<file path="src/rtl/resto_mod_seq_if.sv">
// Handshake and data bundle for the bit-serial remainder/quotient unit.
// The master side requests divisions; the slave side is the divider itself.
interface resto_mod_seq_if #(
   parameter int W  = 4,
   parameter int M  = 5,
   parameter int RW = $clog2(M)
);
   logic          start;
   logic [W-1:0]  sensor;
   logic          busy;
   logic          done;
   logic [RW-1:0] resto;
   logic [W-1:0]  quociente;

   modport master (
      output start, sensor,
      input  busy, done, resto, quociente
   );

   modport slave (
      input  start, sensor,
      output busy, done, resto, quociente
   );
endinterface

</file>
<file path="src/rtl/resto_mod_seq.sv">
// Restoring division of a W-bit sensor word by the constant M, one quotient bit
// per clock, MSB first; results are held until the next completed division.
module resto_mod_seq #(
   parameter int W  = 4,
   parameter int M  = 5,
   parameter int RW = $clog2(M),
   parameter int CW = $clog2(W + 1)
) (
   input  logic           clk,
   input  logic           rst,
   resto_mod_seq_if.slave bus
);

   typedef enum logic [1:0] {IDLE, SHIFT, DONE} state_t;

   localparam logic [RW:0] MV = (RW + 1)'(M);

   state_t        state, state_next;
   logic [W-1:0]  sreg;
   logic [RW-1:0] r;
   logic [W-1:0]  qreg;
   logic [CW-1:0] cnt;
   logic [RW-1:0] resto_q;
   logic [W-1:0]  quoc_q;

   logic          accept;
   logic          last;
   logic [RW:0]   t;
   logic [RW:0]   diff;
   logic          qbit;
   logic [RW-1:0] r_step;
   logic [W-1:0]  q_step;

   always_ff @(posedge clk) begin
      if (rst) state <= IDLE;
      else     state <= state_next;
   end

   // Since r < M, t < 2M, so one conditional subtract yields the exact step.
   always_comb begin
      state_next = state;
      accept     = 1'b0;
      last       = 1'b0;
      t          = {r, sreg[W-1]};
      diff       = t - MV;
      qbit       = (t >= MV);
      r_step     = qbit ? diff[RW-1:0] : t[RW-1:0];
      q_step     = {qreg[W-2:0], qbit};
      case (state)
         IDLE: begin
            if (bus.start) begin
               accept     = 1'b1;
               state_next = SHIFT;
            end
         end
         SHIFT: begin
            if (cnt == CW'(1)) begin
               last       = 1'b1;
               state_next = DONE;
            end
         end
         DONE: begin
            if (bus.start) begin
               accept     = 1'b1;
               state_next = SHIFT;
            end else begin
               state_next = IDLE;
            end
         end
         default: state_next = IDLE;
      endcase
   end

   always_ff @(posedge clk) begin
      if (rst) begin
         sreg    <= '0;
         r       <= '0;
         qreg    <= '0;
         cnt     <= '0;
         resto_q <= '0;
         quoc_q  <= '0;
      end else if (accept) begin
         sreg <= bus.sensor;
         r    <= '0;
         qreg <= '0;
         cnt  <= CW'(W);
      end else if (state == SHIFT) begin
         sreg <= {sreg[W-2:0], 1'b0};
         r    <= r_step;
         qreg <= q_step;
         cnt  <= cnt - CW'(1);
         if (last) begin
            resto_q <= r_step;
            quoc_q  <= q_step;
         end
      end
   end

   assign bus.busy      = (state == SHIFT);
   assign bus.done      = (state == DONE);
   assign bus.resto     = resto_q;
   assign bus.quociente = quoc_q;

endmodule

</file>
<file path="src/flat_wrapper.sv">
// flat-port wrapper written by rule: the top's interface ports become plain ports
module resto_mod_seq_flat 
#(
   parameter int W  = 4,
   parameter int M  = 5,
   parameter int RW = $clog2(M),
   parameter int CW = $clog2(W + 1)
)
  (clk, rst, bus_start, bus_sensor, bus_busy, bus_done, bus_resto, bus_quociente);
  resto_mod_seq_if #(.W(W), .M(M), .RW(RW)) bus_i ();
  input  logic clk;
  input  logic rst;
  input wire logic [$bits(bus_i.start)-1:0] bus_start;
  input wire logic [$bits(bus_i.sensor)-1:0] bus_sensor;
  output wire logic [$bits(bus_i.busy)-1:0] bus_busy;
  output wire logic [$bits(bus_i.done)-1:0] bus_done;
  output wire logic [$bits(bus_i.resto)-1:0] bus_resto;
  output wire logic [$bits(bus_i.quociente)-1:0] bus_quociente;
  assign bus_i.start = bus_start;
  assign bus_i.sensor = bus_sensor;
  assign bus_busy = bus_i.busy;
  assign bus_done = bus_i.done;
  assign bus_resto = bus_i.resto;
  assign bus_quociente = bus_i.quociente;
  resto_mod_seq #(.W(W), .M(M), .RW(RW), .CW(CW)) u_core (.clk(clk), .rst(rst), .bus(bus_i));
endmodule
</file>
<file path="config.mk">
export PLATFORM = sky130hd
export DESIGN_NAME = resto_mod_seq_flat
export DESIGN_NICKNAME = d
export VERILOG_FILES = /design/src/rtl/resto_mod_seq_if.sv /design/src/rtl/resto_mod_seq.sv /design/src/flat_wrapper.sv
export SDC_FILE = /design/constraint.sdc
export NUM_CORES = 1
export LEC_CHECK = 0
export ABC_AREA = 1
export BUFFER_PORTS_ARGS = -buffer_cell sky130_fd_sc_hd__buf_2
export CORE_MARGIN = 5
export CORE_UTILIZATION = 54
export DETAILED_ROUTE_END_ITERATION = 6
export PLACE_DENSITY = 0.87
export RECOVER_POWER = 25
export SYNTH_ARGS = -nofsm -noshare
export SYNTH_HDL_FRONTEND = slang
export SYNTH_SLANG_ARGS = --single-unit
</file>
<file path="constraint.sdc">
create_clock -name clk -period 1.43 [get_ports clk]
set_input_delay 0.286 -clock clk [delete_from_list [all_inputs] [get_ports clk]]
set_output_delay 0.286 -clock clk [all_outputs]
set_load 0.01 [all_outputs]
</file>
==> results of run 1 <==
==> placed cells by master (no fill, tap or decap), drive strengths merged <==
| cell | count |
|---|---|
| o21ai | 10 |
| nor2 | 14 |
| nor3 | 1 |
| dfxtp | 22 |
| nand3 | 12 |
| clkbuf | 6 |
| a21oi | 11 |
| nand4 | 2 |
| buf | 15 |
| ha | 4 |
| nand2 | 34 |
| inv | 26 |
==> cell families (layout without fill, tap and decap cells) <==
| family | Yosys count | in the layout |
|---|---|---|
| and+or+nand+nor | 63 | 63 |
| adders and majority gates | 4 | 4 |
| DFF | 22 | 22 |
| AOI/OAI and AO/OA | 21 | 21 |
| buffers and inverters | 29 | 47 |
==> what timing repair did <==
item / CTS / global route
gates resized for setup: 1 / 2
hold endpoints to repair: 0 / 0
endpoints found under the setup margin: 1 / 4
cloned: 0 / 0
buffers inserted: 1 / 0
==> flip-flops by register name, indices dropped and copies added (netlist names) <==
register / cells
u_core.cnt: 3
u_core.r: 3
u_core.state: 2
u_core.sreg: 4
u_core.qreg: 3
u_core.bus.quociente: 4
u_core.bus.resto: 3
==> metal layers <==
layer	track usage	routed length (um)
met4	0.02553	12
met3	0.06197	136
met1	0.2014	879
met5	0	0
met2	0.3163	1022
==> through the flow <==
stage | utilization | cell area (um^2) | cells | power, W
after global placement | 0.6277 | 1107 | 178 | 0.0008531
final | 0.6468 | 1141 | 182 | 0.001130
after detailed placement | 0.6277 | 1107 | 178 | 0.0008636
after CTS | 0.6461 | 1140 | 182 | 0.001140
after global routing | 0.6468 | 1141 | 182 | 0.001208
after floorplan | - | 1016 | 139 | 0.0008196
==> cell type report <==
cell class              instances  area [um^2]  share of cell area
clock buffers                   3        22.52             0.01974
inverters                      26        100.1             0.08772
multi-input cells              88        452.9              0.3969
flip-flops and latches         22        441.7              0.3871
well taps                      25        31.28             0.02741
repair buffers                 18        92.59             0.08114
==> power by group through the flow <==
stage	combinational, W	clock [W]	sequential, W
after global routing	0.000220	0.000318	0.000669
after global placement	0.000177	0	0.000676
final	0.000191	0.000274	0.000664
after floorplan	0.000146	0	0.000674
after detailed placement	0.000186	0	0.000678
after CTS	0.000193	0.000283	0.000664
==> critical path, stage by stage (launching register included) <==
cell,delay (ps)
dfxtp_1,390
nand2_2,140
inv_4,80
buf_2,120
==> worst min path at each step <==
stage / slack [ps] / startpoint / endpoint
2_1_floorplan: 360 / rst / u_core.sreg[1]$_SDFFE_PP0P_
3_3_place_gp: 460 / u_core.qreg[0]$_SDFFE_PP0P_ / u_core.bus.quociente[1]$_SDFFE_PP0P_
3_5_place_dp: 460 / u_core.qreg[2]$_SDFFE_PP0P_ / u_core.qreg[2]$_SDFFE_PP0P_
4_1_cts: 190 / rst / u_core.state[0]$_SDFFE_PP0P_
5_1_grt: 200 / bus_sensor[0] / u_core.sreg[0]$_SDFFE_PP0P_
6_report: 210 / rst / u_core.state[0]$_SDFFE_PP0P_
==> results.ini, run 1 <==
[cts]
cts_num_sinks=22
cts.path.max_buffers=2
cts_max_level=1
clock-root-buffer=clkbuf_4
cts_hold_buffers=0
cts-buffers-inserted=3
cts_tree=done
insertion_delay_ps=300
clkSlewWorstSetupHoldPaths_ps=110

[detailed_routing]
via_per_inst=4.962
wirelength_um=2050
drt-initial-drc-count=13
vias=903
wire_per_inst_um=11.26
post-route-drc-count=0
dr.pass1.iters=4
ant_nets=0

[critical_path]
critPathLaunchType=register
r2r_cells=9
crit_type=register to primary output
r2r_end=u_core.bus.resto[1]$_SDFFE_PP0P_
reg2reg_setup_slack_ps=170
worstPathArrival_ps=1040
crit_start=u_core.state[0]$_SDFFE_PP0P_
crit_fanout=5
setup.worst_path.end=bus_busy
critPathCaptureType=primary output
worst_ep_required_time_ps=1140
reg2reg_from=u_core.sreg[3]$_SDFFE_PP0P_

[global_route]
grt_overflow=0
antenna_found_initial=0
grt_max_degree=15
grt_pass1_vias=880
grt_first_pass_wirelength_um=3684
grt_usage=0.1762

[pwr]
combPwrFrac=0.169
power.switching_w=0.0003183
sequentialPowerShare=0.588
intPower_w=0.0008119
power_density_mw_per_mm2=990.5
ir_drop_v=0.0006476
p_clk_frac=0.243
p_sw_frac=0.2816
p_leak_nw=0.5788

[logic_synthesis]
yosys.area_share.simple=0.2882
async_flop_share=0
synth-xor-area-share=0
synth_area_mm2=0.001016
seq_area_frac_synth=0.4335
synthMuxAreaShare=0
ys_ff_latch=22
synth_top_cell_by_area=dfxtp_1
netlist_top_cells_count=nand2_1 (29), inv_1 (24), dfxtp_1 (22)
synth_top_family_by_area=simple AND/OR/NAND/NOR gates
synthCells=139
synth_adder_area_share=0.04926
synth-edff-count=0
synth.distinct_cells=18
avgSynthCellArea_um2=7.309
synth.most_common_cell=nand2_1
synthDominantCellAreaShare=0.4335
synth_compound_area_frac=0.1034
yosys_warnings=0
synth_nets=150
synth_flop_cell=dfxtp_1
synth_area_leaders=dfxtp_1 (43%), nand2_1 (11%), inv_1 (8.9%)

[placed_design]
port_buffers=15
post-place-ws_ps=137.3
gp_congestion=0.8081
dp_hpwl_um=1583

[floorplanning]
initial_core_util=0.5759
die-area_mm2=0.002849
fp-row-count=15
core-area_mm2=0.001764
die_width_um=53.38
die_y_um=53.38
io_pins=16

[timing]
max_freq_mhz=755.1
clock-skew-final_ps=6.020
period_needed_ps=1324
finalCritPeriodShare=0.9261
setup_viol=0
slew_violations=0
finalHoldViolCount=0
tightest_slew_ps=249.3
fin_ws_ps=105.7
final.setup.tns_ps=0
relSlewSlack=0.8338
rsz0062_at_grt=no
whs_ps=205.2

[final_layout]
layout-drive-gt1-share=0.1847
diodes=0
nFillCells=173
layout.nets=170
syn2layout_area_growth_pct=12.31

[run]
cap_violations=0

[worst_hold_path]
hold_path_class=input pin to register
min_path_cells=2

[run_status]
status=finished clean

No activity file was read; power rests on OpenSTA's default activity.
==> run 2, diff against run 1 <==
REMOVE_ABC_BUFFERS = 1   (was default)
==> results.ini, run 2 (synthesis gave the netlist of run 1 again) <==
[run_status]
status=finished clean

[critical_path]
slowest_stage=dfxtp_1
reg2reg_setup_slack_ps=150  ; -20 ps
crit_fanout=6  ; +1
critPathLaunchType=register
worst_ep_required_time_ps=1140  ; about the same
r2r_cells=9  ; unchanged
crit_buf_inv=2  ; unchanged
crit_type=register to primary output
worstPathCellList=nand2_4 -> inv_8 -> buf_2
slowest_delay_ps=410  ; +20 ps
crit_family=flip-flops
reg2reg_from=u_core.sreg[3]$_SDFFE_PP0P_
worstPathArrival_ps=1070  ; +30 ps
critPathCaptureType=primary output
r2r_end=u_core.bus.resto[0]$_SDFFE_PP0P_

[placed_design]
dp_hpwl_um=1507  ; -4.8%
gp_congestion=0.8134  ; +0.66%
post-place-ws_ps=191.2  ; +53.84 ps
port_buffers=15  ; unchanged

[timing]
finalHoldViolCount=0  ; unchanged
rsz0062_at_grt=no
whs_ps=190.5  ; -14.74 ps
relSlewSlack=0.7785  ; -0.05535
final.setup.tns_ps=0  ; unchanged
finalCritPeriodShare=0.9475  ; +0.02143
period_needed_ps=1355  ; +30.64 ps
fin_ws_ps=75.02  ; -30.64 ps
tightest_slew_ps=332.3  ; +83.02 ps
max_freq_mhz=738.0  ; -2.3%
clock-skew-final_ps=5.421  ; -0.5988 ps
slew_violations=0  ; unchanged
setup_viol=0  ; unchanged

[run]
cap_violations=0  ; unchanged

[pwr]
ir_drop_v=0.0008688  ; +34%
power_density_mw_per_mm2=1031  ; +4.1%
p_leak_nw=0.6033  ; +4.2%

[floorplanning]
io_pins=16  ; unchanged
die-area_mm2=0.002849  ; unchanged
die_y_um=53.38  ; unchanged
die_width_um=53.38  ; unchanged
initial_core_util=0.5759  ; unchanged
fp-row-count=15  ; unchanged
core-area_mm2=0.001764  ; unchanged

[global_route]
grt_pass1_vias=804  ; -8.6%
antenna_found_initial=0  ; unchanged
grt_overflow=0  ; unchanged
grt_max_degree=16  ; +1
grt_usage=0.1593  ; -0.01689
grt_first_pass_wirelength_um=3291  ; -11%

[detailed_routing]
ant_nets=0  ; unchanged
met3_length_um=135  ; -0.74%
wirelength_um=2088  ; +1.9%
wl_met2_um=992  ; -2.9%
wire_per_inst_um=11.23  ; -0.34%
met1Wirelength_um=928  ; +5.6%
vias=932  ; +3.2%
dr.pass1.iters=4  ; unchanged
drt-initial-drc-count=30  ; +17
via_per_inst=5.011  ; +0.99%
post-route-drc-count=0  ; unchanged
highest_layer=met4

[final_layout]
final_cell_mix=nand2_1 (29), inv_1 (24), dfxtp_1 (22), buf_2 (15), nor2_1 (13)
nFillCells=163  ; -5.8%
layout-drive-gt1-share=0.1988  ; +0.01404
layout_commonest_cell=nand2_1
diodes=0  ; unchanged
syn2layout_area_growth_pct=16.38
layout.nets=173  ; +1.8%

[cts]
cts-buffers-inserted=3  ; unchanged
insertion_delay_ps=310  ; about the same
clkSlewWorstSetupHoldPaths_ps=120  ; about the same
cts.path.max_buffers=2  ; unchanged
cts_num_sinks=22  ; unchanged
cts_hold_buffers=0  ; unchanged
cts_tree=done
cts_max_level=1  ; unchanged
clock-root-buffer=clkbuf_4

[worst_hold_path]
min_to=u_core.sreg[1]$_SDFFE_PP0P_
min_path_cells=2  ; unchanged
hold_path_class=input pin to register
hold_start=rst

## run 2: repair_timing
item,4_1_cts,5_1_grt
pin swaps,0,1
endpoints found under the setup margin,1,1
resized for setup,3,1
setup buffers,0,4
## run 2: area by class of cell
| class | count | area (um^2) | area share |
|---|---|---|---|
| Multi-Input combinational cell | 88 | 452.9 | 0.3831 |
| Sequential cell | 22 | 440.4 | 0.3725 |
| Tap cell | 25 | 31.28 | 0.02646 |
| Timing Repair Buffer | 21 | 116.4 | 0.09841 |
| Clock buffer | 4 | 36.28 | 0.03069 |
| Inverter | 26 | 105.1 | 0.08889 |
## run 2: worst max path at each step
stage / cells after the start / endpoint / from / slack, ps
after floorplan: 7 / u_core.cnt[2]$_SDFFE_PP0P_ / u_core.state[0]$_SDFFE_PP0P_ / 350
after global placement: 9 / u_core.bus.resto[0]$_SDFFE_PP0P_ / u_core.sreg[3]$_SDFFE_PP0P_ / 250
after detailed placement: 9 / u_core.bus.resto[0]$_SDFFE_PP0P_ / u_core.sreg[3]$_SDFFE_PP0P_ / 190
after CTS: 3 / bus_busy / u_core.state[0]$_SDFFE_PP0P_ / 40
after global routing: 4 / bus_busy / u_core.state[1]$_SDFFE_PP0P_ / 20
final: 3 / bus_busy / u_core.state[0]$_SDFFE_PP0P_ / 80
## run 2: through the flow
step	instances	instance area, um^2	util	total power (W)
after global placement	178	1107	0.6277	0.0008536
final	186	1182	0.6702	0.001219
after global routing	186	1182	0.6702	0.001278
after detailed placement	178	1107	0.6277	0.0008625
after CTS	182	1154	0.6539	0.001205
after floorplan	136	985.9	-	0.0008061
## run 2: power breakdown
group | leakage (nW) | internal [W] | total, W | switching [W]
Sequential | 0.179 | 0.000644 | 0.000664 | 0.0000198
Combinational | 0.403 | 0.0000791 | 0.000209 | 0.000130
Clock | 0.0210 | 0.000156 | 0.000346 | 0.000190
## run 2: routing by layer
layer,vias to the layer above,track usage
met4,0,0.04681
met1,414,0.1795
met3,6,0.06479
li1,473,-
met5,-,0
met2,39,0.2714
## run 2: worst register-to-register path: stages (launching register included)
cell,delay [ps]
dfxtp_1,420
inv_1,80
ha_1,200
inv_1,50
nand2_1,90
nand3_1,130
nand2_1,100
nand3_1,70
nand2_1,60
inv_1,50
==> run 3, diff against run 2 <==
ABC_AREA = default   (was 1)
CORE_UTILIZATION = 53   (was 54)
PLACE_DENSITY = 0.86   (was 0.87)
==> results.ini, run 3 <==
[detailed_routing]
post-route-drc-count=0  ; unchanged
ant_nets=0  ; unchanged
via_per_inst=5.706  ; +14%
dr.pass1.iters=4  ; unchanged
vias=1027  ; +10%
wirelength_um=3194  ; +53%
wire_per_inst_um=17.74  ; +58%
drt-initial-drc-count=38  ; +27%

[pwr]
sequentialPowerShare=0.501  ; -0.044
p_total_w=0.001318  ; +8.2%
power.switching_w=0.0003711  ; +9.3%
p_leak_nw=0.5999  ; -0.56%
power_density_mw_per_mm2=894.9  ; -13%
ir_drop_v=0.0006744  ; -22%
combPwrFrac=0.235  ; +0.064
p_clk_frac=0.263  ; -0.021
intPower_w=0.0009468  ; +7.7%
p_sw_frac=0.2816  ; +0.003060

[critical_path]
slowest_delay_ps=520  ; +110 ps
crit_fanout=4  ; -2
slowest_stage=or4_1
critPathCaptureType=register
worst_ep_required_time_ps=1690  ; +550 ps
critPathLaunchType=register
crit_family=simple AND/OR/NAND/NOR gates
crit_type=register to register
worstPathCellList=inv_1 -> ha_4 -> nand2b_4 -> a21oi_1 -> buf_4 -> or4_1 -> nand3_2
crit_buf_inv=2  ; unchanged
worstPathArrival_ps=1910  ; +840 ps

[final_layout]
layout_commonest_cell=buf_4
layout.nets=167  ; -3.5%
syn2layout_area_growth_pct=55.48
diodes=0  ; unchanged
layout-drive-gt1-share=0.4452  ; +0.2464
final_cell_mix=buf_4 (26), dfxtp_1 (18), nand2_1 (17), nor2_1 (10), a21oi_1 (9)
utilization=0.8623  ; +0.1921

[cts]
cts_tree=done
cts_hold_buffers=0  ; unchanged
cts-buffers-inserted=3  ; unchanged
cts.path.max_buffers=2  ; unchanged
clkSlewWorstSetupHoldPaths_ps=120  ; about the same
clock-root-buffer=clkbuf_4
insertion_delay_ps=310  ; about the same
cts_max_level=1  ; unchanged
cts_num_sinks=22  ; unchanged

[timing]
max_freq_mhz=608.2  ; -18%
slew_violations=0  ; unchanged
clock-skew-final_ps=3.739  ; -1.682 ps
finalCritPeriodShare=1.150  ; +0.2022
tightest_slew_ps=264.8  ; -67.49 ps
period_needed_ps=1644  ; +289.2 ps
fin_ws_ps=-214.2  ; -289.2 ps
final.setup.tns_ps=-588.2  ; -588.2 ps
relSlewSlack=0.8235  ; +0.04499
rsz0062_at_grt=yes
setup_viol=5  ; +5
finalHoldViolCount=0  ; unchanged

[floorplanning]
initial_core_util=0.5546  ; -0.02131
die_y_um=52.28  ; -2.1%
die_width_um=52.28  ; -2.1%
core-area_mm2=0.001708  ; -3.2%
die-area_mm2=0.002733  ; -4.1%
io_pins=16  ; unchanged
fp-row-count=15  ; unchanged

[run_status]
violations=setup timing
status=finished with violations

[placed_design]
gp_congestion=0.7725  ; -5.0%
post-place-ws_ps=-148.1  ; -339.3 ps
port_buffers=15  ; unchanged
dp_hpwl_um=1646  ; +9.2%

[global_route]
grt_max_degree=13  ; -3
grt_usage=0.2440  ; +0.08468
grt_first_pass_wirelength_um=4816  ; +46%
antenna_found_initial=0  ; unchanged
grt_overflow=0  ; unchanged
grt_pass1_vias=1024  ; +27%

[logic_synthesis]
yosys_warnings=0  ; unchanged
netlist_top_cells_count=dfxtp_1 (22), nand2_1 (17), nor2_1 (10)
synth_flop_cell=dfxtp_1
async_flop_share=0  ; unchanged
synth_area_leaders=dfxtp_1 (46%), nand2_1 (6.7%), ha_1 (5.3%)
synthCells=111  ; -20%
synth_area_um2=947.2  ; -6.8%
seq_area_frac_synth=0.4650  ; +0.03150
avgSynthCellArea_um2=8.533  ; +17%
ys_ff_latch=22  ; unchanged
synth.distinct_cells=28  ; +10
synth.most_common_cell=dfxtp_1
synthDominantCellAreaShare=0.4650  ; +0.03150
synth_top_cell_by_area=dfxtp_1
synth-edff-count=0  ; unchanged

[run]
cap_violations=0  ; unchanged

[worst_hold_path]
hold_path_class=input pin to register

## run 3: changes by cell type after synthesis, moves of 4 or more
cell / delta
nor3_1: +4
inv_1: -19
nand2_1: -12
a211oi_1: +4
nand2b_1: +4
or4_1: +4
o21ai_0: -7
nand3_1: -11
## run 3: area by class of cell
type / instances / area [um^2]
clock buffers: 4 / 36.28
fillers: 84 / 235.2
inverters: 6 / 32.53
multi-input cells: 77 / 595.6
flip-flops and latches: 22 / 447.9
well taps: 25 / 31.28
repair buffers: 46 / 329.1
## run 3: power groups by stage
stage	combinational, W	clock, W	sequential (W)
after floorplan	0.0000920	0	0.000668
after global placement	0.000188	0	0.000665
after detailed placement	0.000198	0	0.000668
after CTS	0.000249	0.000342	0.000659
after global routing	0.000328	0.000387	0.000663
final	0.000310	0.000347	0.000661
## run 3: final timing paths
kind	start	end	slack, ps	cells after the start
setup / recovery	u_core.sreg[3]$_SDFFE_PP0P_	u_core.bus.resto[0]$_SDFFE_PP0P_	-210	7
hold / removal	rst	u_core.bus.quociente[2]$_SDFFE_PP0P_	260	2
setup reg to reg	u_core.sreg[3]$_SDFFE_PP0P_	u_core.bus.resto[0]$_SDFFE_PP0P_	-210	7
hold reg to reg	u_core.bus.quociente[2]$_SDFFE_PP0P_	u_core.bus.quociente[2]$_SDFFE_PP0P_	470	2
## run 3: per-stage QoR
step	instance area (um^2)	std cells	hold WS [ps]
after floorplan	919.6	105	355.1
after global placement	1191	167	439.1
after detailed placement	1191	167	445.1
after CTS	1378	177	245.1
after global routing	1473	180	260.0
final	1473	180	258.9
## run 3: cells by family after synthesis
kind of cell / share of synthesized area
fa+ha+maj: 0.05284
simple gates: 0.2391
buf+inv: 0.05284
compound gates: 0.1506
xor+xnor: 0.01850
flops: 0.4650
mux: 0.02114
## run 3: per-layer routing
metal  vias to the layer above  GRT usage  share of wire
met5                         -          0              0
met4                         0    0.09787          0.051
met3                        18    0.05128          0.072
met2                        59     0.4498           0.49
met1                       483     0.2686           0.38
li1                        467          -              -
## run 3: worst register-to-register path, stage by stage (launching register included)
cell and delay, ps:
dfxtp_4 390, inv_1 80, ha_4 170, nand2b_4 70, a21oi_1 110, buf_4 170, or4_1 520, nand3_2 90
## run 3: what timing repair did
item	CTS	global route
endpoints found under the setup margin	11	13
gates resized for setup	24	21
pin swaps	6	9
setup buffers	6	4
